`config.mk`:
```
export PLATFORM = sky130hd
export DESIGN_NAME = elastic_pipe
export DESIGN_NICKNAME = d
export VERILOG_FILES = /design/src/rtl/elastic_pipe.sv
export SDC_FILE = /design/constraint.sdc
export NUM_CORES = 1
export LEC_CHECK = 0
export ABC_AREA = 1
export CAP_MARGIN = 20
export CORE_AREA = 4 4 303 305
export CTS_BUF_LIST = sky130_fd_sc_hd__clkbuf_4
export DETAILED_ROUTE_END_ITERATION = 6
export DIE_AREA = 0 0 307 309
export SYNTH_ARGS = -nofsm -noshare
export SYNTH_HDL_FRONTEND = slang
export SYNTH_SLANG_ARGS = --single-unit
```
`constraint.sdc`:
```
create_clock -name clk -period 2.3 [get_ports clk]
set_clock_uncertainty 0.15 [all_clocks]
set_input_delay 0.46 -clock clk [delete_from_list [all_inputs] [get_ports clk]]
set_output_delay 0.46 -clock clk [all_outputs]
set_load 0.01 [all_outputs]
```
`src/rtl/elastic_pipe.sv`:
```
// N-stage elastic pipeline: per-stage valid/ready flow control with hold and prefix flush.
// Payload transforms live outside; this block owns occupancy, movement, kill and counters.
module elastic_pipe #(
   parameter int unsigned STAGES = 5,
   parameter int unsigned WIDTH  = 64,
   parameter int unsigned CNT_W  = 32
) (
   input  logic                          clk,
   input  logic                          rst,
   input  logic                          in_valid,
   output logic                          in_ready,
   input  logic [WIDTH-1:0]              in_data,
   input  logic [(STAGES-1)*WIDTH-1:0]   nxt_data,
   input  logic [STAGES-1:0]             hold,
   input  logic [STAGES-1:0]             flush,
   output logic [STAGES-1:0]             stage_valid,
   output logic [STAGES*WIDTH-1:0]       stage_data,
   output logic                          out_valid,
   output logic [WIDTH-1:0]              out_data,
   input  logic                          out_ready,
   output logic [CNT_W-1:0]              retire_cnt,
   output logic [CNT_W-1:0]              stall_cnt
);

   localparam int unsigned L = STAGES - 1;

   logic [STAGES-1:0] v_q;
   logic [WIDTH-1:0]  data_q [STAGES];
   logic [STAGES:0]   rdy_c;
   logic [STAGES-1:0] fire_c;
   logic              in_fire_c;
   logic [CNT_W-1:0]  retire_q;
   logic [CNT_W-1:0]  stall_q;

   // Ready ripples from the commit side back toward fetch; flush never gates it.
   always_comb begin
      rdy_c  = '0;
      fire_c = '0;
      rdy_c[STAGES] = out_ready;
      for (int i = int'(L); i >= 0; i--) begin
         rdy_c[i]  = !v_q[i] | (!hold[i] & rdy_c[i+1]);
         fire_c[i] = v_q[i] & !hold[i] & !flush[i] & rdy_c[i+1];
      end
   end

   assign in_ready  = rst & rdy_c[0] & !flush[0];
   assign out_valid = rst & v_q[L] & !hold[L] & !flush[L];
   assign in_fire_c = in_valid & in_ready;

   for (genvar g = 0; g < int'(STAGES); g++) begin : g_stage
      logic             arrive_c;
      logic [WIDTH-1:0] arr_data_c;
      logic             v_r;
      logic [WIDTH-1:0] d_r;

      if (g == 0) begin : g_head
         assign arrive_c   = in_fire_c;
         assign arr_data_c = in_data;
      end else begin : g_body
         assign arrive_c   = fire_c[g-1];
         assign arr_data_c = nxt_data[(g-1)*WIDTH +: WIDTH];
      end

      // Flush beats arrival beats departure; otherwise the item stays put.
      always_ff @(posedge clk) begin
         if (!rst) begin
            v_r <= 1'b0;
            d_r <= '0;
         end else if (flush[g]) begin
            v_r <= 1'b0;
         end else if (arrive_c) begin
            v_r <= 1'b1;
            d_r <= arr_data_c;
         end else if (fire_c[g]) begin
            v_r <= 1'b0;
         end
      end

      assign v_q[g]                        = v_r;
      assign data_q[g]                     = d_r;
      assign stage_data[g*WIDTH +: WIDTH]  = d_r;
   end

   always_ff @(posedge clk) begin
      if (!rst) begin
         retire_q <= '0;
         stall_q  <= '0;
      end else begin
         if (out_valid & out_ready)
            retire_q <= retire_q + CNT_W'(1);
         if (in_valid & !in_ready)
            stall_q <= stall_q + CNT_W'(1);
      end
   end

   assign stage_valid = v_q;
   assign out_data    = data_q[L];
   assign retire_cnt  = retire_q;
   assign stall_cnt   = stall_q;

endmodule

```
# --- Word-level counts from Yosys, hierarchy flattened ---
# Cells that the tools add are included.
op_classes:
  addsub: 2
  mux: 10
  n_bitwise: 39
  reduce_logical: 31
ops:
  columns: ["operator", "count"]
  rows:
  - ["adder 32 x 1 -> 32 bit (second input constant)", 2]
  - ["bitwise AND 1 bit", 28]
  - ["logical NOT 1 bit", 16]
  - ["two-way mux 1 bit", 10]
  - ["AND reduction 2 bit", 5]
  - ["nonzero test 2 bit", 5]
  - ["OR reduction 2 bit", 5]
  - ["NOT 1 bit", 6]
  - ["bitwise OR 1 bit", 5]
word_totals:
  register_bits: 389
  input_bits: 334
  output_inout_bits: 455
  wordCells: 94

# --- Logic depth before layout (Yosys ltp) ---
# Gate-level depths: netlist of the first run.
logic_depth:
  ltp_word: 15
  ltp_mapped: 17
  depth_no_buf: 16

# --- Least setup slack after synthesis of the first run ---
# Ideal clock, no wire load.
synth_timing:
  kind: "input to output"
  from: "input hold[4]"
  to: "output in_ready"
  arrival_time_ns: 1.425
  required_time_ns: 1.690
  path_slack_ns: 0.265
  cell_stages: 14
  path_buffers: 1
  path_cell_list: "inv_1 nand2_1 nand2_1 nand2_2 nand2_2 nand2_2 nand2_1 nand2_2 nand2_2 nand2_2 nand2_2 nand2_2 buf_4 inv_1"
synth_between:
  elab_chain_len: 13
synth_lines:
  columns: ["element", "line", "source"]
  rows:
  - ["start, declared", "14", "input logic [STAGES-1:0] hold,"]
  - ["logical NOT 1 bit", "41", "rdy_c[i] = !v_q[i] | (!hold[i] & rdy_c[i+1]);"]
  - ["bitwise AND 1 bit", "41", null]
  - ["bitwise OR 1 bit", "41", null]
  - ["bitwise AND 1 bit", "41", null]
  - ["bitwise OR 1 bit", "41", null]
  - ["bitwise AND 1 bit", "41", null]
  - ["bitwise OR 1 bit", "41", null]
  - ["bitwise AND 1 bit", "41", null]
  - ["bitwise OR 1 bit", "41", null]
  - ["bitwise AND 1 bit", "41", null]
  - ["bitwise OR 1 bit", "41", null]
  - ["bitwise AND 1 bit (2 in series)", "46", "assign in_ready = rst & rdy_c[0] & !flush[0];"]
  - ["end, declared", "11", "output logic in_ready,"]
# No other way between the ends.

# --- Worst setup path after layout of the first run ---
layout_timing:
  from: "register g_stage[4].v_r"
  to: "output in_ready"
layout_between:
  elab_chain_len: 12
layout_lines:
  columns: ["element", "line", "source"]
  rows:
  - ["start, declared", "53", "logic v_r;"]
  - ["start signal, assigned", "67", "v_r <= 1'b0;"]
  - ["start signal, assigned", "70", "v_r <= 1'b0;"]
  - ["start signal, assigned", "72", "v_r <= 1'b1;"]
  - ["logical NOT 1 bit", "41", null]
  - ["bitwise OR 1 bit", "41", null]
  - ["bitwise AND 1 bit", "41", null]
  - ["bitwise OR 1 bit", "41", null]
  - ["bitwise AND 1 bit", "41", null]
  - ["bitwise OR 1 bit", "41", null]
  - ["bitwise AND 1 bit", "41", null]
  - ["bitwise OR 1 bit", "41", null]
  - ["bitwise AND 1 bit", "41", null]
  - ["bitwise OR 1 bit", "41", null]
  - ["bitwise AND 1 bit (2 in series)", "46", null]
# No other way between the ends.

==> results.sh, run 1 <==
export IMPL_status="finished, violations left"
export IMPL_violations="negative setup slack"
export IMPL_vias_per_cell=4.049
export IMPL_max_cap_violations=0
export IMPL_hold_end="g_stage[3].d_r[23]$_SDFFE_PN0P_"
export IMPL_grt_max_degree=107
export IMPL_dpl_hpwl_um=56540
export IMPL_period_share_pct=115.6
export IMPL_reg2reg_depth=16
export IMPL_finalPower_mw=15.49
export IMPL_yosysMostFrequentCell="dfxtp_1"
export IMPL_endpoint_kind="output pin"
export IMPL_cts_tree="yes"
export IMPL_htreeDepth=3
export IMPL_ios=789
export IMPL_grt_pass1_wl_um=112300
export IMPL_p_leak_nw=12.58
export IMPL_synthTopCellsByArea="dfxtp_1, a21oi_1, nor2_1, nand2_1, inv_1"
export IMPL_syn_instance_count=2166
export IMPL_drt_iter0_drc=1304
export IMPL_power_density_mw_per_mm2=508.8
export IMPL_synth_edf_count=0
export IMPL_synth_distinct_cells=40
export IMPL_max_freq_ghz=0.3760
export IMPL_root_buffer="clkbuf_4"
export IMPL_port_buffers=788
export IMPL_clk_latency_ps=900
export IMPL_cts_reportedPaths_clkPinSlew_ps=60
export IMPL_ant_nets=0
export IMPL_reg2reg_to="g_stage[2].d_r[40]$_SDFFE_PN0P_"
export IMPL_grt_pass1_vias=18500
export IMPL_synth_warnings=0
export IMPL_path_max_fanout=3
export IMPL_ys_ff_latch=389
export IMPL_finalCriticalPeriod_ps=2660
export IMPL_cp_start_kind="flip-flop"
export IMPL_setup_ws_ps=-359.8
export IMPL_gp_congestion=0.8700
export IMPL_max_slew_margin_rel_pct=40.81
export IMPL_cp_startpoint="g_stage[4].v_r$_SDFFE_PP0P_"
export IMPL_num_nets_final=3671
export IMPL_cts_buffer_depth=3
export IMPL_setup_viol=2
export IMPL_worstHoldStart="nxt_data[151]"
export IMPL_drc=0
export IMPL_rows=110
export IMPL_dr_pass1_iters=5
export IMPL_path_class="reg -> out"
export IMPL_synth_commonest_cells="dfxtp_1, nor2_1, nand2_1"
export IMPL_r2r_start="g_stage[4].v_r$_SDFFE_PP0P_"
export IMPL_peakVddDrop_v=0.0003073
export IMPL_vias=18680
export IMPL_synth_fp_nets=2502
export IMPL_ys_seq_area_share_pct=48.04
export IMPL_die_w_um=307
export IMPL_cts_buffers_inserted=116
export IMPL_worst_ep_arrival_time_ps=2050
export IMPL_grt_util_all_layers_pct=15.46
export IMPL_hp_class="in -> reg"
export IMPL_syn_avg_cell_area_um2=7.484
export IMPL_nFillCells=9277
export IMPL_area_growth_pct=87.78
export IMPL_slew_viol_final=0
export IMPL_finalWirelength_um=78290
export IMPL_die_y_um=309
export IMPL_hold_viol=0
export IMPL_cp_required_ps=1690
export IMPL_async_flop_share_pct=0
export IMPL_synth_top_area_share_pct=48.04
export IMPL_place_ws_ps=-795.0
export IMPL_routedWlPerCell_um=16.97
export IMPL_cts_sinks=389
export IMPL_synth_area_leader_cell="dfxtp_1"
export IMPL_rsz0062_at_grt="true"
export IMPL_drive_gt1_share_pct=23.05
export IMPL_grt_overflow_total=0
export IMPL_initial_utilization_pct=18.15
export IMPL_antenna_found_initial=4
export IMPL_tightest_slew_ps=884.9
export IMPL_whs_path_depth=3
export IMPL_synth_area_mm2=0.01621
export IMPL_synth_top_flop_cell="dfxtp_1"
export IMPL_r2r_setup_slack_ps=150
export IMPL_die_area_mm2=0.09486
export IMPL_core_mm2=0.08932
[registers in the layout, indices dropped and copies added (netlist names)]
signal,flops
stall_cnt,32
g_stage.d_r,256
retire_cnt,32
g_stage.v_r,5
out_data,64
[final cells by class]
| class | instances | area [µm²] | share of cell area [%] |
|---|---|---|---|
| diodes | 5 | 12.51 | 0.04111 |
| flip-flops and latches | 389 | 8030 | 26.38 |
| multi-input cells | 1327 | 6326 | 20.78 |
| inverters | 252 | 950.9 | 3.124 |
| clock buffers | 173 | 1299 | 4.267 |
| repair buffers | 1249 | 12130 | 39.86 |
| well taps | 1176 | 1471 | 4.834 |
| clock inverters | 42 | 215.2 | 0.7070 |
[critical path: stages (launching register included)]
cell and delay [ps]:
dfxtp_2 340, nand2_2 70, nand2_4 80, nand2_4 70, nand2_8 90, nand2_4 60, nand2_4 70, nand2_4 50
nand2_2 60, nand2_2 60, nand2_2 70, inv_2 40, buf_6 110
[routing by layer]
layer,share of wire (%),up-vias,GRT usage [%]
li1,-,9233,-
met1,41,8614,18.50
met2,47,672,25.61
met3,7.9,157,4.505
met4,4.0,2,7.358
met5,0.017,-,0
[layout by cell type (no fill, tap or decap), types with 13 or more instances in the layout]
cell and n:
dlygate4sd2_1 53, dfxtp_4 45, buf_12 20, clkdlybuf4s15_1 102
xnor2_1 18, buf_6 22, buf_2 84, nand2_1 312
buf_4 145, dlygate4sd3_1 315, inv_1 243, xor2_1 21
o21ai_1 57, clkdlybuf4s50_1 332, dfxtp_2 59, nor2_1 311
nand4_1 13, clkinv_1 30, clkbuf_4 173, clkdlybuf4s15_2 173
a21oi_1 243, o21ai_0 146, dfxtp_1 285, nor3_1 28
nand3_1 113
[cell families after synthesis]
logic type,after synthesis,synth area share (%)
DFF,389,48.04
buffers and inverters,450,13.65
xor gates and xnor gates,39,2.107
adders and majority gates,2,0.1544
AOI/OAI and AO/OA,455,14.20
and+or+nand+nor,831,21.84
[stage by stage]
step           hold WS, ps  TNS (ps)  utilization (%)  std cells  instance area [µm²]
2_1_floorplan        317.7         0                -       2166                16210
3_3_place_gp         280.8   -174340            28.46       4044                25420
3_5_place_dp         284.5   -177340            28.46       4044                25420
4_1_cts              4.039     -1246            33.95       4605                30320
5_1_grt              88.72     -1022            34.07       4610                30430
6_report             177.5    -573.4            34.08       4613                30440
[report_power, final]
part	leakage, nW	total [mW]	internal [mW]	switching (mW)
Combinational	8.47	1.80	1.11	0.685
Clock	0.898	6.88	3.56	3.32
Sequential	3.21	6.81	6.76	0.0416
[worst max path at each step]
stage                     cells past startpoint  endpoint
after floorplan                              14  in_ready
after global placement                       15  in_ready
after detailed placement                     15  in_ready
after CTS                                    12  in_ready
after global routing                         12  in_ready
final                                        12  in_ready
[what timing repair did]
item                                    in CTS  in global routing
setup buffers                               32                  4
pin swaps                                    6                  9
endpoints found under the hold margin      325                  0
endpoints found under the setup margin     455                 56
hold buffers                               316                  0
cloned                                       0                  1
gates resized for setup                   1532                 17
No activity file was read; power rests on OpenSTA's default activity.
==> inputs of run 2 (changes only) <==
clock period = 2.8 ns   (was 2.3 ns; I/O delays follow)
==> run 2 against run 1 <==
Against the previous run: the flow now finishes without violations; first-iteration DRC count down 17%; cell count is 3.6% lower; clock power is 24% lower; power shrank 21%; critical path type unchanged; sequential cell count is the same; global-route usage is 0.43 points lower; via count fell by 4.4%; combinational power is 23% lower; clock-buffer cell count down 13.
==> results.sh, run 2 (synthesis gave the netlist of run 1 again) <==
export IMPL_cts_sinks=389
export IMPL_max_freq_ghz=0.3577
export IMPL_largest_reg_flops=256
export IMPL_nFillCells=9321
export IMPL_gp_congestion=0.8965
export IMPL_rsz0062_at_grt="true"
export IMPL_clkPwrFrac_pct=42.8
export IMPL_cts_tree="yes"
export IMPL_place_ws_ps=-429.3
export IMPL_initial_utilization_pct=18.15
export IMPL_status="finished, final reports clean"
export IMPL_path_class="reg -> out"
export IMPL_die_area_mm2=0.09486
export IMPL_cp_required_ps=2090
export IMPL_whs_ps=181.6
export IMPL_max_cap_violations=0
export IMPL_port_buffers=788
export IMPL_power_density_mw_per_mm2=424.1
export IMPL_tightest_slew_ps=823.2
export IMPL_cts_buffer_depth=3
export IMPL_drt_iter0_drc=1083
export IMPL_vias_per_cell=4.015
export IMPL_final_cell_mix="clkdlybuf4s50_1, dfxtp_1, nor2_1"
export IMPL_cts_buffers_inserted=113
export IMPL_reg2reg_depth=15
export IMPL_routedWlPerCell_um=16.93
export IMPL_grt_pass1_wl_um=109100
export IMPL_stdcell_count=4449
export IMPL_tns_ps=0
export IMPL_finalCriticalPeriod_ps=2795
export IMPL_die_w_um=307
export IMPL_ios=789
export IMPL_max_slew_margin_rel_pct=45.12
export IMPL_hp_class="in -> reg"
export IMPL_cpPeakStageDelay_ps=330
export IMPL_core_mm2=0.08932
export IMPL_grt_max_degree=160
export IMPL_antenna_found_initial=3
export IMPL_crit_top_cell="nand2_2"
export IMPL_drc=0
export IMPL_setup_viol=0
export IMPL_dp_cells=4010
export IMPL_whs_path_depth=3
export IMPL_peakVddDrop_v=0.0002743
export IMPL_grt_overflow_total=0
export IMPL_num_nets_final=3542
export IMPL_power_frac_seq_pct=45.9
export IMPL_ant_nets=0
export IMPL_dpl_hpwl_um=56000
export IMPL_grt_pass1_vias=17690
export IMPL_dr_pass1_iters=5
export IMPL_p_leak_nw=11.37
export IMPL_grt_util_all_layers_pct=15.03
export IMPL_finalWirelength_um=75330
export IMPL_area_growth_pct=78.65
export IMPL_endpoint_kind="output pin"
export IMPL_period_share_pct=99.84
export IMPL_layout_commonest_cell="clkdlybuf4s50_1"
export IMPL_vias=17860
export IMPL_slew_viol_final=0
export IMPL_setup_ws_ps=4.508
export IMPL_path_max_fanout=2
export IMPL_power_internal_mw=9.140
export IMPL_regMostFlops="g_stage.d_r"
export IMPL_p_sw_share_pct=25.58
export IMPL_combPwrFrac_pct=11.3
export IMPL_crit_slowest_cell="dfxtp_2"
export IMPL_root_buffer="clkbuf_4"
export IMPL_hold_viol=0
export IMPL_die_y_um=309
export IMPL_clk_latency_ps=910
export IMPL_cts_reportedPaths_clkPinSlew_ps=60
export IMPL_htreeDepth=3
export IMPL_finalPower_mw=12.28
export IMPL_worst_ep_arrival_time_ps=2090
export IMPL_drive_gt1_share_pct=10.12
export IMPL_power_switching_mw=3.142
export IMPL_cp_cell_sequence="nand2_2 -> nand2_2 -> nand2_2 -> nand2_4 -> nand2_8 -> nand2_4 -> nand2_4 -> nand2_2 -> nand2_2 -> nand2_2 -> inv_2 -> buf_6"
export IMPL_rows=110
export IMPL_cp_start_kind="flip-flop"
run 2: cell count changes in the layout (fill, tap and decap cells not counted), moves of 26 or more:
cell / previous run / this run
dfxtp_4: 45 / 1
clkdlybuf4s15_1: 102 / 1
buf_2: 84 / 0
dfxtp_2: 59 / 33
clkdlybuf4s50_1: 332 / 719
dlygate4sd3_1: 315 / 253
dfxtp_1: 285 / 355
clkdlybuf4s15_2: 173 / 1
buf_4: 145 / 72
run 2: repair_timing:
| action | 4_1_cts | 5_1_grt |
|---|---|---|
| setup buffers | 3 | 2 |
| setup endpoints to repair | 98 | 2 |
| hold endpoints to repair | 260 | 0 |
| hold buffers | 253 | 0 |
| pin swaps | 3 | 4 |
| resized for setup | 118 | 5 |
run 2: area by class of cell:
class / count / area (µm²) / share of cell area [%]
timing repair buffer: 1123 / 11100 / 38.33
clock inverter: 19 / 120.1 / 0.4148
inverter: 252 / 948.4 / 3.275
clock buffer: 160 / 1201 / 4.148
sequential: 389 / 7833 / 27.05
antenna: 3 / 7.507 / 0.02592
multi-input combinational: 1327 / 6276 / 21.67
tap: 1176 / 1471 / 5.081
run 2: power by group through the flow:
| stage | clock network [mW] | registers [mW] | logic [mW] |
|---|---|---|---|
| 5_1_grt | 5.84 | 5.64 | 1.49 |
| 3_3_place_gp | 0 | 5.76 | 1.07 |
| 2_1_floorplan | 0 | 5.79 | 0.302 |
| 3_5_place_dp | 0 | 5.76 | 1.08 |
| 4_1_cts | 5.59 | 5.64 | 1.39 |
| 6_report | 5.25 | 5.64 | 1.39 |
run 2: metal layers:
layer	routed length (µm)	track usage (%)	up-vias
met5	0	0	-
met4	3016	7.325	0
met3	6388	5.121	149
met2	35140	24.51	624
met1	30780	17.78	8166
li1	-	-	8925
run 2: final timing paths:
kind                                                 startpoint                              end  slack, ps
worst max-delay path                g_stage[4].v_r$_SDFFE_PP0P_                         in_ready          5
worst min-delay path                                in_data[15]  g_stage[0].d_r[15]$_SDFFE_PN0P_        180
worst max register to register      g_stage[4].v_r$_SDFFE_PP0P_   g_stage[2].d_r[4]$_SDFFE_PN0P_        580
worst min register to register  g_stage[1].d_r[49]$_SDFFE_PN0P_  g_stage[1].d_r[49]$_SDFFE_PN0P_        290
run 2: stage by stage:
step / util, % / cell area [µm²]
after floorplan: - / 16210
after global placement: 28.07 / 25080
after detailed placement: 28.07 / 25080
after CTS: 32.38 / 28920
after global routing: 32.42 / 28960
final: 32.42 / 28960
run 2: worst max-delay path, delay by kind of cell (launching register included):
| family | cells | cell delay (ps) |
|---|---|---|
| AND/OR/NAND/NOR | 10 | 690 |
| flip-flops | 1 | 330 |
| buffers and inverters | 2 | 150 |
